==> config.mk <==
export PLATFORM = sky130hd
export DESIGN_NAME = wu_ook_tx_flat
export DESIGN_NICKNAME = d
export VERILOG_FILES = /design/src/rtl/wu_ook_tx_pkg.sv /design/src/rtl/wu_ook_tx_if.sv /design/src/rtl/wu_bit_timer.sv /design/src/rtl/wu_ook_tx.sv /design/src/flat_wrapper.sv
export SDC_FILE = /design/constraint.sdc
export NUM_CORES = 1
export LEC_CHECK = 0
export ABC_CLOCK_PERIOD_IN_PS = 5400
export CAP_MARGIN = 20
export CORE_AREA = 2 2 115 117
export DETAILED_ROUTE_END_ITERATION = 12
export DIE_AREA = 0 0 117 119
export PLACE_DENSITY = 0.65
export SLEW_MARGIN = 20
export SYNTH_ARGS = -nofsm -noshare
export SYNTH_HDL_FRONTEND = slang
export SYNTH_SLANG_ARGS = --single-unit
==> constraint.sdc <==
create_clock -name clki -period 5.4 [get_ports clki]
set_input_delay 1.08 -clock clki [delete_from_list [all_inputs] [get_ports clki]]
set_output_delay 1.08 -clock clki [all_outputs]
set_load 0.05 [all_outputs]
==> src/rtl/wu_ook_tx_pkg.sv <==
// Shared wake-up radio definitions: field widths, default timing and the TX FSM encoding.
package wu_ook_tx_pkg;

  localparam int unsigned WuPreLenW  = 4;
  localparam int unsigned WuSyncW    = 16;
  localparam int unsigned WuPayloadW = 32;
  localparam int unsigned WuPayLenW  = 6;

  localparam int unsigned WuBitDivDefault     = 100000;
  localparam int unsigned WuWakeCycDefault    = 1000;
  localparam int unsigned WuSvcTimeoutDefault = 64;

  typedef enum logic [2:0] {
    StIdle,
    StWake,
    StPreamble,
    StSync,
    StPayload,
    StWaitSvc,
    StFinish
  } wu_state_e;

  // Lengths beyond the payload register are sent as a full payload.
  function automatic logic [WuPayLenW-1:0] wu_clamp_len(input logic [WuPayLenW-1:0] len);
    return (len > WuPayLenW'(WuPayloadW)) ? WuPayLenW'(WuPayloadW) : len;
  endfunction

endpackage

==> src/rtl/wu_ook_tx_if.sv <==
// Packet request / OOK line bundle between a host and the wake-up transmitter.
interface wu_ook_tx_if;
  import wu_ook_tx_pkg::*;

  logic                  start;
  logic [WuPreLenW-1:0]  preamble_len;
  logic [WuSyncW-1:0]    sync_word;
  logic [WuPayloadW-1:0] payload;
  logic [WuPayLenW-1:0]  payload_len;
  logic                  wu_serviced;
  logic                  wake_up;
  logic                  ook_out;
  logic                  bit_strobe;
  logic                  busy;
  logic                  done;
  logic                  timeout_err;

  modport master (
    output start, preamble_len, sync_word, payload, payload_len, wu_serviced,
    input  wake_up, ook_out, bit_strobe, busy, done, timeout_err
  );

  modport slave (
    input  start, preamble_len, sync_word, payload, payload_len, wu_serviced,
    output wake_up, ook_out, bit_strobe, busy, done, timeout_err
  );

endinterface

==> src/rtl/wu_bit_timer.sv <==
// Bit-period divider for the OOK transmitter: bit boundaries, registered bit strobe and
// the acknowledgement timeout counted in whole bit periods.
module wu_bit_timer
  import wu_ook_tx_pkg::*;
#(
  parameter int unsigned BIT_DIV     = WuBitDivDefault,
  parameter int unsigned SVC_TIMEOUT = WuSvcTimeoutDefault
) (
  input  logic clki,
  input  logic reset,
  input  logic run,
  input  logic tmo_en,
  input  logic strobe_req,
  output logic bit_last,
  output logic tmo_expired,
  output logic bit_strobe
);

  localparam int unsigned CntW = (BIT_DIV > 1) ? $clog2(BIT_DIV) : 1;
  localparam int unsigned TmoW = $clog2(SVC_TIMEOUT + 1);

  logic [CntW-1:0] cnt_q, cnt_d;
  logic [TmoW-1:0] tmo_q, tmo_d;
  logic            strobe_q;

  assign bit_last    = (cnt_q == CntW'(BIT_DIV - 1));
  assign tmo_expired = tmo_en && bit_last && (tmo_q == TmoW'(SVC_TIMEOUT - 1));
  assign bit_strobe  = strobe_q;

  always_comb begin
    cnt_d = '0;
    tmo_d = '0;
    // Counter idles at zero so the first bit of a packet always starts a fresh period.
    if (run) begin
      cnt_d = bit_last ? '0 : cnt_q + 1'b1;
    end
    if (tmo_en) begin
      tmo_d = bit_last ? tmo_q + 1'b1 : tmo_q;
    end
  end

  always_ff @(posedge clki) begin
    if (reset) begin
      cnt_q    <= '0;
      tmo_q    <= '0;
      strobe_q <= 1'b0;
    end else begin
      cnt_q    <= cnt_d;
      tmo_q    <= tmo_d;
      strobe_q <= strobe_req;
    end
  end

endmodule

==> src/rtl/wu_ook_tx.sv <==
// Wake-up radio OOK transmitter: wake pulse, preamble/sync/payload bit stream, then waits
// for the receiver acknowledgement or a timeout.
module wu_ook_tx
  import wu_ook_tx_pkg::*;
#(
  parameter int unsigned BIT_DIV     = WuBitDivDefault,
  parameter int unsigned WAKE_CYC    = WuWakeCycDefault,
  parameter int unsigned SVC_TIMEOUT = WuSvcTimeoutDefault
) (
  input  logic           clki,
  input  logic           reset,
  wu_ook_tx_if.slave     bus
);

  localparam int unsigned WakeW = $clog2(WAKE_CYC + 1);

  wu_state_e             state_q, state_d;
  logic [5:0]            idx_q, idx_d;
  logic [WakeW-1:0]      wake_cnt_q, wake_cnt_d;
  logic [WuPreLenW-1:0]  pre_len_q;
  logic [WuSyncW-1:0]    sync_q;
  logic [WuPayloadW-1:0] pay_q;
  logic [WuPayLenW-1:0]  pay_len_q;
  logic                  wake_q, wake_d;
  logic                  ook_q, ook_d;
  logic                  busy_q, busy_d;
  logic                  done_q, done_d;
  logic                  tmo_q, tmo_d;
  logic                  latch;
  logic                  strobe_req;
  logic                  bit_last;
  logic                  tmo_expired;
  logic                  bit_strobe;
  logic [3:0]            sync_sel;
  logic [4:0]            pay_sel;

  wu_bit_timer #(
    .BIT_DIV     (BIT_DIV),
    .SVC_TIMEOUT (SVC_TIMEOUT)
  ) u_bit_timer (
    .clki        (clki),
    .reset       (reset),
    .run         ((state_q == StPreamble) || (state_q == StSync) ||
                  (state_q == StPayload) || (state_q == StWaitSvc)),
    .tmo_en      (state_q == StWaitSvc),
    .strobe_req  (strobe_req),
    .bit_last    (bit_last),
    .tmo_expired (tmo_expired),
    .bit_strobe  (bit_strobe)
  );

  always_comb begin
    state_d    = state_q;
    idx_d      = idx_q;
    wake_cnt_d = wake_cnt_q;
    latch      = 1'b0;
    strobe_req = 1'b0;
    done_d     = 1'b0;
    tmo_d      = 1'b0;

    unique case (state_q)
      StIdle: begin
        if (bus.start) begin
          latch      = 1'b1;
          state_d    = StWake;
          wake_cnt_d = '0;
        end
      end
      StWake: begin
        if (wake_cnt_q == WakeW'(WAKE_CYC - 1)) begin
          state_d    = (pre_len_q != '0) ? StPreamble : StSync;
          idx_d      = '0;
          strobe_req = 1'b1;
        end else begin
          wake_cnt_d = wake_cnt_q + 1'b1;
        end
      end
      StPreamble: begin
        if (bit_last) begin
          strobe_req = 1'b1;
          if (6'(idx_q + 6'd1) == {1'b0, pre_len_q, 1'b0}) begin
            state_d = StSync;
            idx_d   = '0;
          end else begin
            idx_d = idx_q + 6'd1;
          end
        end
      end
      StSync: begin
        if (bit_last) begin
          if (idx_q == 6'd15) begin
            idx_d = '0;
            if (pay_len_q != '0) begin
              state_d    = StPayload;
              strobe_req = 1'b1;
            end else begin
              state_d = StWaitSvc;
            end
          end else begin
            idx_d      = idx_q + 6'd1;
            strobe_req = 1'b1;
          end
        end
      end
      StPayload: begin
        if (bit_last) begin
          if (idx_q == pay_len_q - 6'd1) begin
            state_d = StWaitSvc;
            idx_d   = '0;
          end else begin
            idx_d      = idx_q + 6'd1;
            strobe_req = 1'b1;
          end
        end
      end
      StWaitSvc: begin
        // Acknowledgement is checked first so it wins over a coincident timeout.
        if (bus.wu_serviced) begin
          state_d = StFinish;
          done_d  = 1'b1;
        end else if (tmo_expired) begin
          state_d = StFinish;
          tmo_d   = 1'b1;
        end
      end
      StFinish: state_d = StIdle;
      default:  state_d = StIdle;
    endcase

    sync_sel = 4'd15 - idx_d[3:0];
    pay_sel  = 5'(pay_len_q - 6'd1 - idx_d);

    unique case (state_d)
      StPreamble: ook_d = ~idx_d[0];
      StSync:     ook_d = sync_q[sync_sel];
      StPayload:  ook_d = pay_q[pay_sel];
      default:    ook_d = 1'b0;
    endcase

    wake_d = (state_d == StWake);
    busy_d = (state_d != StIdle);
  end

  always_ff @(posedge clki) begin
    if (reset) begin
      state_q    <= StIdle;
      idx_q      <= '0;
      wake_cnt_q <= '0;
      pre_len_q  <= '0;
      sync_q     <= '0;
      pay_q      <= '0;
      pay_len_q  <= '0;
      wake_q     <= 1'b0;
      ook_q      <= 1'b0;
      busy_q     <= 1'b0;
      done_q     <= 1'b0;
      tmo_q      <= 1'b0;
    end else begin
      state_q    <= state_d;
      idx_q      <= idx_d;
      wake_cnt_q <= wake_cnt_d;
      wake_q     <= wake_d;
      ook_q      <= ook_d;
      busy_q     <= busy_d;
      done_q     <= done_d;
      tmo_q      <= tmo_d;
      if (latch) begin
        pre_len_q <= bus.preamble_len;
        sync_q    <= bus.sync_word;
        pay_q     <= bus.payload;
        pay_len_q <= wu_clamp_len(bus.payload_len);
      end
    end
  end

  assign bus.wake_up     = wake_q;
  assign bus.ook_out     = ook_q;
  assign bus.bit_strobe  = bit_strobe;
  assign bus.busy        = busy_q;
  assign bus.done        = done_q;
  assign bus.timeout_err = tmo_q;

endmodule
==> src/flat_wrapper.sv <==
// flat-port wrapper written by rule: the top's interface ports become plain ports
module wu_ook_tx_flat import wu_ook_tx_pkg::*;
#(
  parameter int unsigned BIT_DIV     = WuBitDivDefault,
  parameter int unsigned WAKE_CYC    = WuWakeCycDefault,
  parameter int unsigned SVC_TIMEOUT = WuSvcTimeoutDefault
)
  (clki, reset, bus_start, bus_preamble_len, bus_sync_word, bus_payload, bus_payload_len, bus_wu_serviced, bus_wake_up, bus_ook_out, bus_bit_strobe, bus_busy, bus_done, bus_timeout_err);
  wu_ook_tx_if bus_i ();
  input  logic clki;
  input  logic reset;
  input wire logic [$bits(bus_i.start)-1:0] bus_start;
  input wire logic [$bits(bus_i.preamble_len)-1:0] bus_preamble_len;
  input wire logic [$bits(bus_i.sync_word)-1:0] bus_sync_word;
  input wire logic [$bits(bus_i.payload)-1:0] bus_payload;
  input wire logic [$bits(bus_i.payload_len)-1:0] bus_payload_len;
  input wire logic [$bits(bus_i.wu_serviced)-1:0] bus_wu_serviced;
  output wire logic [$bits(bus_i.wake_up)-1:0] bus_wake_up;
  output wire logic [$bits(bus_i.ook_out)-1:0] bus_ook_out;
  output wire logic [$bits(bus_i.bit_strobe)-1:0] bus_bit_strobe;
  output wire logic [$bits(bus_i.busy)-1:0] bus_busy;
  output wire logic [$bits(bus_i.done)-1:0] bus_done;
  output wire logic [$bits(bus_i.timeout_err)-1:0] bus_timeout_err;
  assign bus_i.start = bus_start;
  assign bus_i.preamble_len = bus_preamble_len;
  assign bus_i.sync_word = bus_sync_word;
  assign bus_i.payload = bus_payload;
  assign bus_i.payload_len = bus_payload_len;
  assign bus_i.wu_serviced = bus_wu_serviced;
  assign bus_wake_up = bus_i.wake_up;
  assign bus_ook_out = bus_i.ook_out;
  assign bus_bit_strobe = bus_i.bit_strobe;
  assign bus_busy = bus_i.busy;
  assign bus_done = bus_i.done;
  assign bus_timeout_err = bus_i.timeout_err;
  wu_ook_tx #(.BIT_DIV(BIT_DIV), .WAKE_CYC(WAKE_CYC), .SVC_TIMEOUT(SVC_TIMEOUT)) u_core (.clki(clki), .reset(reset), .bus(bus_i));
endmodule
# == Word level (Yosys, flattened, before mapping) ==
# Index checks and enable logic that the tools add are counted.
# word_totals
reg_bits,107
inputBits,62
out_inout_bits,6
wordCells,101
# op_classes
n_addsub,7
n_lt_le_gt_ge,3
eq_ne,17
muxes,42
bitwise,3
n_reduce_logical,14
# ops
op,count
2-to-1 mux 6 bit,8
2-to-1 mux 3 bit,10
one-hot mux 6 bit (4 select lines),1
2-to-1 mux 10 bit,2
one-hot mux 10 bit (2 select lines),1
one-hot mux 3 bit (6 select lines),1
adder 17 x 1 -> 17 bit (second input constant),1
equality test 17 bit (second input constant),1
2-to-1 mux 1 bit,15
equality test 3 x 2 -> 1 bit (second input constant),4
adder 10 x 1 -> 10 bit (second input constant),1
equality test 10 bit (second input constant),1
equality test 3 bit (second input constant),3
adder 7 x 1 -> 7 bit (second input constant),1
equality test 7 x 6 -> 1 bit (second input constant),1
adder 6 x 1 -> 6 bit (second input constant),1
equality test 3 x 1 -> 1 bit (second input constant),2
equality test 6 x 4 -> 1 bit (second input constant),1
equality test 6 x 5 -> 1 bit,1
equality test 6 bit,1
greater-than comparator 6 bit (second input constant),1
< comparator 5 x 6 -> 1 bit (second input constant),1
nonzero test 6 bit,1
OR reduction 3 bit,2
18 further kinds,24

# == Depth between registers and ports, before layout ==
# logic_depth
ltp_word,9
depth_mapped,20

# == By module ==
# Synthesis repeated with hierarchy kept, for this count alone.
# unflattened
hier_cells,689
hier_area_um2,5625.4
# modules_own_cells
module,instances,cells_per_inst,area_each_um2
wu_ook_tx,1,553,4441.8
wu_bit_timer,1,136,1183.6

# == Worst setup path after synthesis ==
# OpenSTA, ideal clock, no wires.
# synth_path
path_kind,flip-flop to flip-flop
startpoint,register u_core.pay_len_q[0]
endpoint,register u_core.ook_q (netlist: u_core.bus.ook_out)
setup_time_ns,0.134
t_arrival_ns,4.337
setup_slack_ns,0.929
stages_incl_launch_ff,21
path_buffers,4
cell_sequence,dfxtp_1 > clkbuf_1 > inv_1 > ha_1 > clkbuf_1 > or3b_2 > xnor2_1 > a32oi_1 > a31o_2 > o21a_1 > buf_6 > ha_1 > fa_1 > clkbuf_1 > mux4_2 > mux2i_1 > mux2i_1 > nand3_1 > mux2i_1 > o311ai_1 > o41ai_2
# synth_via
elab_chain_cells,9
word_cells_on_any_way,23
classes_between,add/sub (3); eq/ne (4); mux (14); bitwise (1); reduce/logical (1)
# synth_rtl
element,line_no,source
start: declaration,wu_ook_tx.sv:23,logic [WuPayLenW-1:0] pay_len_q;
start signal: assignment,wu_ook_tx.sv:171,pay_len_q <= wu_clamp_len(bus.payload_len);
subtractor 6 x 1 -> 6 bit *,wu_ook_tx.sv:107,if (idx_q == pay_len_q - 6'd1) begin
equality test 6 bit *,wu_ook_tx.sv:107,
2-to-1 mux 6 bit *,wu_ook_tx.sv:107,
2-to-1 mux 6 bit *,wu_ook_tx.sv:106,if (bit_last) begin
one-hot mux 6 bit (4 select lines) *,wu_ook_tx.sv:61,unique case (state_q)
named net u_core.idx_d[0],wu_ook_tx.sv:18,"logic [5:0] idx_q, idx_d;"
subtractor 5 bit / subtractor 4 bit (equally long branches),"wu_ook_tx.sv:131, wu_ook_tx.sv:130",
binary-select mux 1 bit (select 5 bit) / binary-select mux 1 bit (select 4 bit) (equally long branches),"wu_ook_tx.sv:136, wu_ook_tx.sv:135",
"2-to-1 mux 1 bit, on equally long branches","wu_ook_tx.sv:136, wu_ook_tx.sv:135",
one-hot mux 1 bit (3 select lines) *,wu_ook_tx.sv:133,unique case (state_d)
end signal: assignment,wu_ook_tx.sv:163,ook_q <= ook_d;
end: declaration,wu_ook_tx.sv:25,"logic ook_q, ook_d;"
# The timed path passes the listed nets; every way through them passes the cells marked *. The select of a mux whose other input is x is not followed.
# A chain may end at the register's enable or synchronous reset.

# == Worst setup path after layout ==
# layout_path
startpoint,register u_core.pay_len_q[0]
endpoint,register u_core.ook_q (netlist: u_core.bus.ook_out)
# layout_via
elab_chain_cells,9
word_cells_on_any_way,23
classes_between,add/sub (3); eq/ne (4); mux (14); bitwise (1); reduce/logical (1)
# layout_rtl
element,line_no
subtractor 6 x 1 -> 6 bit,wu_ook_tx.sv:107
equality test 6 bit,wu_ook_tx.sv:107
2-to-1 mux 6 bit,wu_ook_tx.sv:107
2-to-1 mux 6 bit,wu_ook_tx.sv:106
one-hot mux 6 bit (4 select lines),wu_ook_tx.sv:61
subtractor 5 bit / subtractor 4 bit (equally long branches),"wu_ook_tx.sv:131, wu_ook_tx.sv:130"
binary-select mux 1 bit (select 5 bit) / binary-select mux 1 bit (select 4 bit) (equally long branches),"wu_ook_tx.sv:136, wu_ook_tx.sv:135"
"2-to-1 mux 1 bit, on equally long branches","wu_ook_tx.sv:136, wu_ook_tx.sv:135"
one-hot mux 1 bit (3 select lines) *,wu_ook_tx.sv:133
# Every way passes the cells marked *; elsewhere a longest branch is shown, timed or not. The select of a mux whose other input is x is not followed.

==> results by group <==
Clock network
  • Hold-fix buffers at CTS: 0
  • CTS sink cnt: 107
  • CTS tree: yes
  • Num CTS Buffers: 9
  • Clock transition at path regs: 0.08 ns
  • Post-CTS Setup Bufs: 0
  • Post-CTS Resized: 0
  • Root buffer selected by CTS: clkbuf_16
  • Longest Clk Path Bufs: 2
  • H-Tree Depth: 3
  • Skew-Pair Late Insertion Delay: 0.36 ns

Logic synthesis
  • Asr flop ratio synth: 0%
  • Syn Std Cell Area: 5568 sq um
  • Mapped Nets: 754
  • EDFF count, synth: 0
  • Synth Register Bits: 107
  • Sequential element share of the synthesized area: 38.47%
  • Post-Syn Area per Cell: 8.164 sq um
  • Cell count after synthesis: 682
  • Synth top area share: 38.47%
  • Ys flop type: dfxtp_1
  • Synth area leaders: dfxtp_1 38%, nand2_1 9.1%, a21oi_1 6.4%
  • Distinct cells, synth: 64
  • Top cell type by total area after synthesis: dfxtp_1
  • Ys Warns: 0

Timing
  • Slew Viols, Final: 0
  • Post-route worst setup slack: 0.6511 ns
  • Fmax: 210.6 MHz
  • Part of the cycle the worst path needs: 87.94%
  • Unrepaired setup endpoints after global routing: no
  • Setup TNS: 0 ns
  • Fin Clk Skew: 0.01006 ns
  • Worst slew margin: 30.45%
  • Final Setup Violations: 0
  • Final min period: 4.749 ns
  • Tightest Pin Transition: 1.029 ns
  • Final Hold Fails: 0

Critical path
  • Most common cell on crit path: mux2i_1
  • Cells on worst reg2reg path: 16
  • Worst EP required: 5.62 ns
  • Endpoint type of the worst setup path: register
  • Crit path launch type: register
  • R2R Path End: u_core.bus.ook_out
  • CP bufs+invs: 1
  • RR Startpoint: u_core.pay_len_q[0]
  • Max Fanout on Critical Path: 11
  • Worst R2R Setup Slack: 0.65 ns
  • CP Data Arrival Time: 4.97 ns
  • CP peak stage delay: 0.58 ns
  • Slowest-stage cell, CP: fa_1
  • Critical Path Source: u_core.pay_len_q[0]
  • Crit-path cells: inv_1 > ha_1 > or3b_2 > xnor2_1 > a32oi_1 > a31o_2 > o21a_1 > ha_1 > fa_1 > mux4_2 > mux2i_1 > mux2i_1 > nand3_1 > mux2i_1 > o311ai_1 > o41ai_2
  • CP delay by family, top: compound AO/OA/AOI/OAI gates
  • Critical path class: register to register

Floorplanning
  • Ports: 68
  • Rows: 42
  • CORE AREA: 12870 sq um
  • Chip Width: 117 um
  • DIE AREA: 13920 sq um
  • Starting Density: 43.25%
  • Die height: 119 um

Cells and area
  • Area added between synthesis and finish: 19.51%
  • Post-route cell area: 6654 sq um
  • Net count reported at finish: 801
  • Diodes inserted: 0
  • Layout cells sized above 1: 7.221%
  • Final core occ: 51.68%

Min path
  • Hold_sp: u_core.u_bit_timer.cnt_q[0]
  • Hold path endpoint: u_core.u_bit_timer.cnt_q[0]
  • Hold Path Depth: 1
  • Type of the worst min-delay path: register to register

Global route
  • Vias in the first global route: 4673
  • Largest net degree at the start of global routing: 72
  • M3 GR Usage: 4.682%
  • Met2 track demand over resource: 33.42%
  • Busiest grt layer: met2
  • GRT Residual Overflow: 0
  • GRT Overall Usage: 20.82%
  • Initial antenna violation count: 0
  • First-pass GRT wire length: 22.71 mm
  • Met1 GRT Util: 27.10%

Pwr
  • Leakage power: 2.299 nW
  • Peak supply drop: 0.1344 mV
  • PwrDens: 261.9 nW/um^2

Place
  • Post-DP Area: 6347 sq um
  • Final Wtd Congestion: 0.9349
  • Post-DP HPWL: 10.25 mm
  • Worst slack, placed: 0.6450 ns
  • PortBufs: 67

Detailed routing
  • Vias per cell: 5.389
  • DR pass1 iterations: 5
  • DRT iter0 DRCs: 340
  • Vias: 4904
  • Avg WL per Cell: 15.09 um
  • Post-route DRC: 0
  • Final ANT Viol Nets: 0
  • Final wirelength: 13.73 mm

Run
  • Max-capacitance violation count: 0

Run status
  • Status: finished, final reports clean
[through the flow]
| step | hold WS, ns | std cells | total power [W] |
|---|---|---|---|
| final | 0.4519 | 910 | 0.001743 |
| after global routing | 0.4753 | 910 | 0.001823 |
| after CTS | 0.4585 | 910 | 0.001765 |
| after detailed placement | 0.4466 | 894 | 0.001101 |
| after global placement | 0.4302 | 893 | 0.001098 |
| after floorplan | 0.4175 | 682 | 0.001011 |
[how the worst max path moves through the flow]
stage                          to  depth (start not counted)
3_3_place_gp   u_core.bus.ook_out                         16
2_1_floorplan  u_core.bus.ook_out                         20
6_report       u_core.bus.ook_out                         16
3_5_place_dp   u_core.bus.ook_out                         16
5_1_grt        u_core.bus.ook_out                         16
4_1_cts        u_core.bus.ook_out                         16
[layout make-up]
| class | count | area, sq um |
|---|---|---|
| Timing Repair Buffer | 75 | 725.7 |
| Multi-Input combinational cell | 518 | 3192 |
| Tap cell | 176 | 220.2 |
| Clock buffer | 9 | 225.2 |
| Fill cell | 1252 | 6221 |
| Inverter | 18 | 67.56 |
| Sequential cell | 107 | 2142 |
| Clock inverter | 7 | 81.33 |
[power by group]
part | leakage [nW] | internal [W] | switching (W)
combinational | 1.28 | 0.000112 | 0.000123
clock | 0.150 | 0.000331 | 0.000331
sequential | 0.871 | 0.000822 | 0.0000236
total | 2.30 | 0.00126 | 0.000478
[state kept, by name (all words and copies together) (netlist names)]
signal                         flops
u_core.u_bit_timer.tmo_q           7
u_core.bus.busy                    1
u_core.bus.wake_up                 1
u_core.pay_len_q                   6
u_core.pay_q                      32
u_core.idx_q                       6
u_core.pre_len_q                   4
u_core.bus.timeout_err             1
u_core.u_bit_timer.cnt_q          17
u_core.state_q                     3
u_core.bus.done                    1
u_core.sync_q                     16
u_core.bus.ook_out                 1
u_core.wake_cnt_q                 10
u_core.u_bit_timer.bit_strobe      1
[cells in the mapped netlist (8+ instances only)]
library cell,number
nand2_1,135
dfxtp_1,107
a21oi_1,71
nor2_1,62
clkbuf_1,31
xor2_1,24
nand3_1,23
xnor2_1,21
inv_1,18
nand4_1,10
nor3_1,10
o211ai_1,10
o21ai_0,10
or3_1,10
ha_1,9
mux2i_1,8
mux4_2,8
[cells in the final DEF (no fill, tap or decap), types with 4 or more instances in the layout]
cell type	netlist	routed
nand2_1	135	134
dfxtp_1	107	107
a21oi_1	71	71
clkdlybuf4s50_1	0	66
nor2_1	62	62
xor2_1	24	24
nand3_1	23	23
xnor2_1	21	21
inv_1	18	18
nor3_1	10	10
or3_1	10	10
nand4_1	10	10
o21ai_0	10	10
o211ai_1	10	10
ha_1	9	9
clkbuf_16	0	9
mux4_2	8	8
mux2i_1	8	8
buf_4	1	8
nand2b_1	7	7
nand3b_1	7	7
mux2_2	7	7
and3_1	6	6
a31oi_1	6	6
o2111ai_1	6	6
nor2b_1	5	5
and2_1	6	5
nor4_1	4	4
or3b_2	4	4
or4_1	4	4
and4_1	4	4
[metal layers]
layer  vias to the layer above  part of all wire (%)
met5                         -                     0
met4                         0                   2.6
met3                        25                   4.6
met2                       128                    48
met1                      2266                    45
li1                       2485                     -
[kinds of logic (layout without fill, tap and decap cells)]
logic type	count (synthesis)	after routing	share of synthesized area (%)
flops	107	107	38.47
compound gates	136	136	15.75
buf+inv	57	109	4.270
fa+ha+maj	10	10	2.382
xor+xnor	46	46	7.506
mux	23	23	6.090
simple gates	303	303	25.53
(Power assumes the default switching activity.)
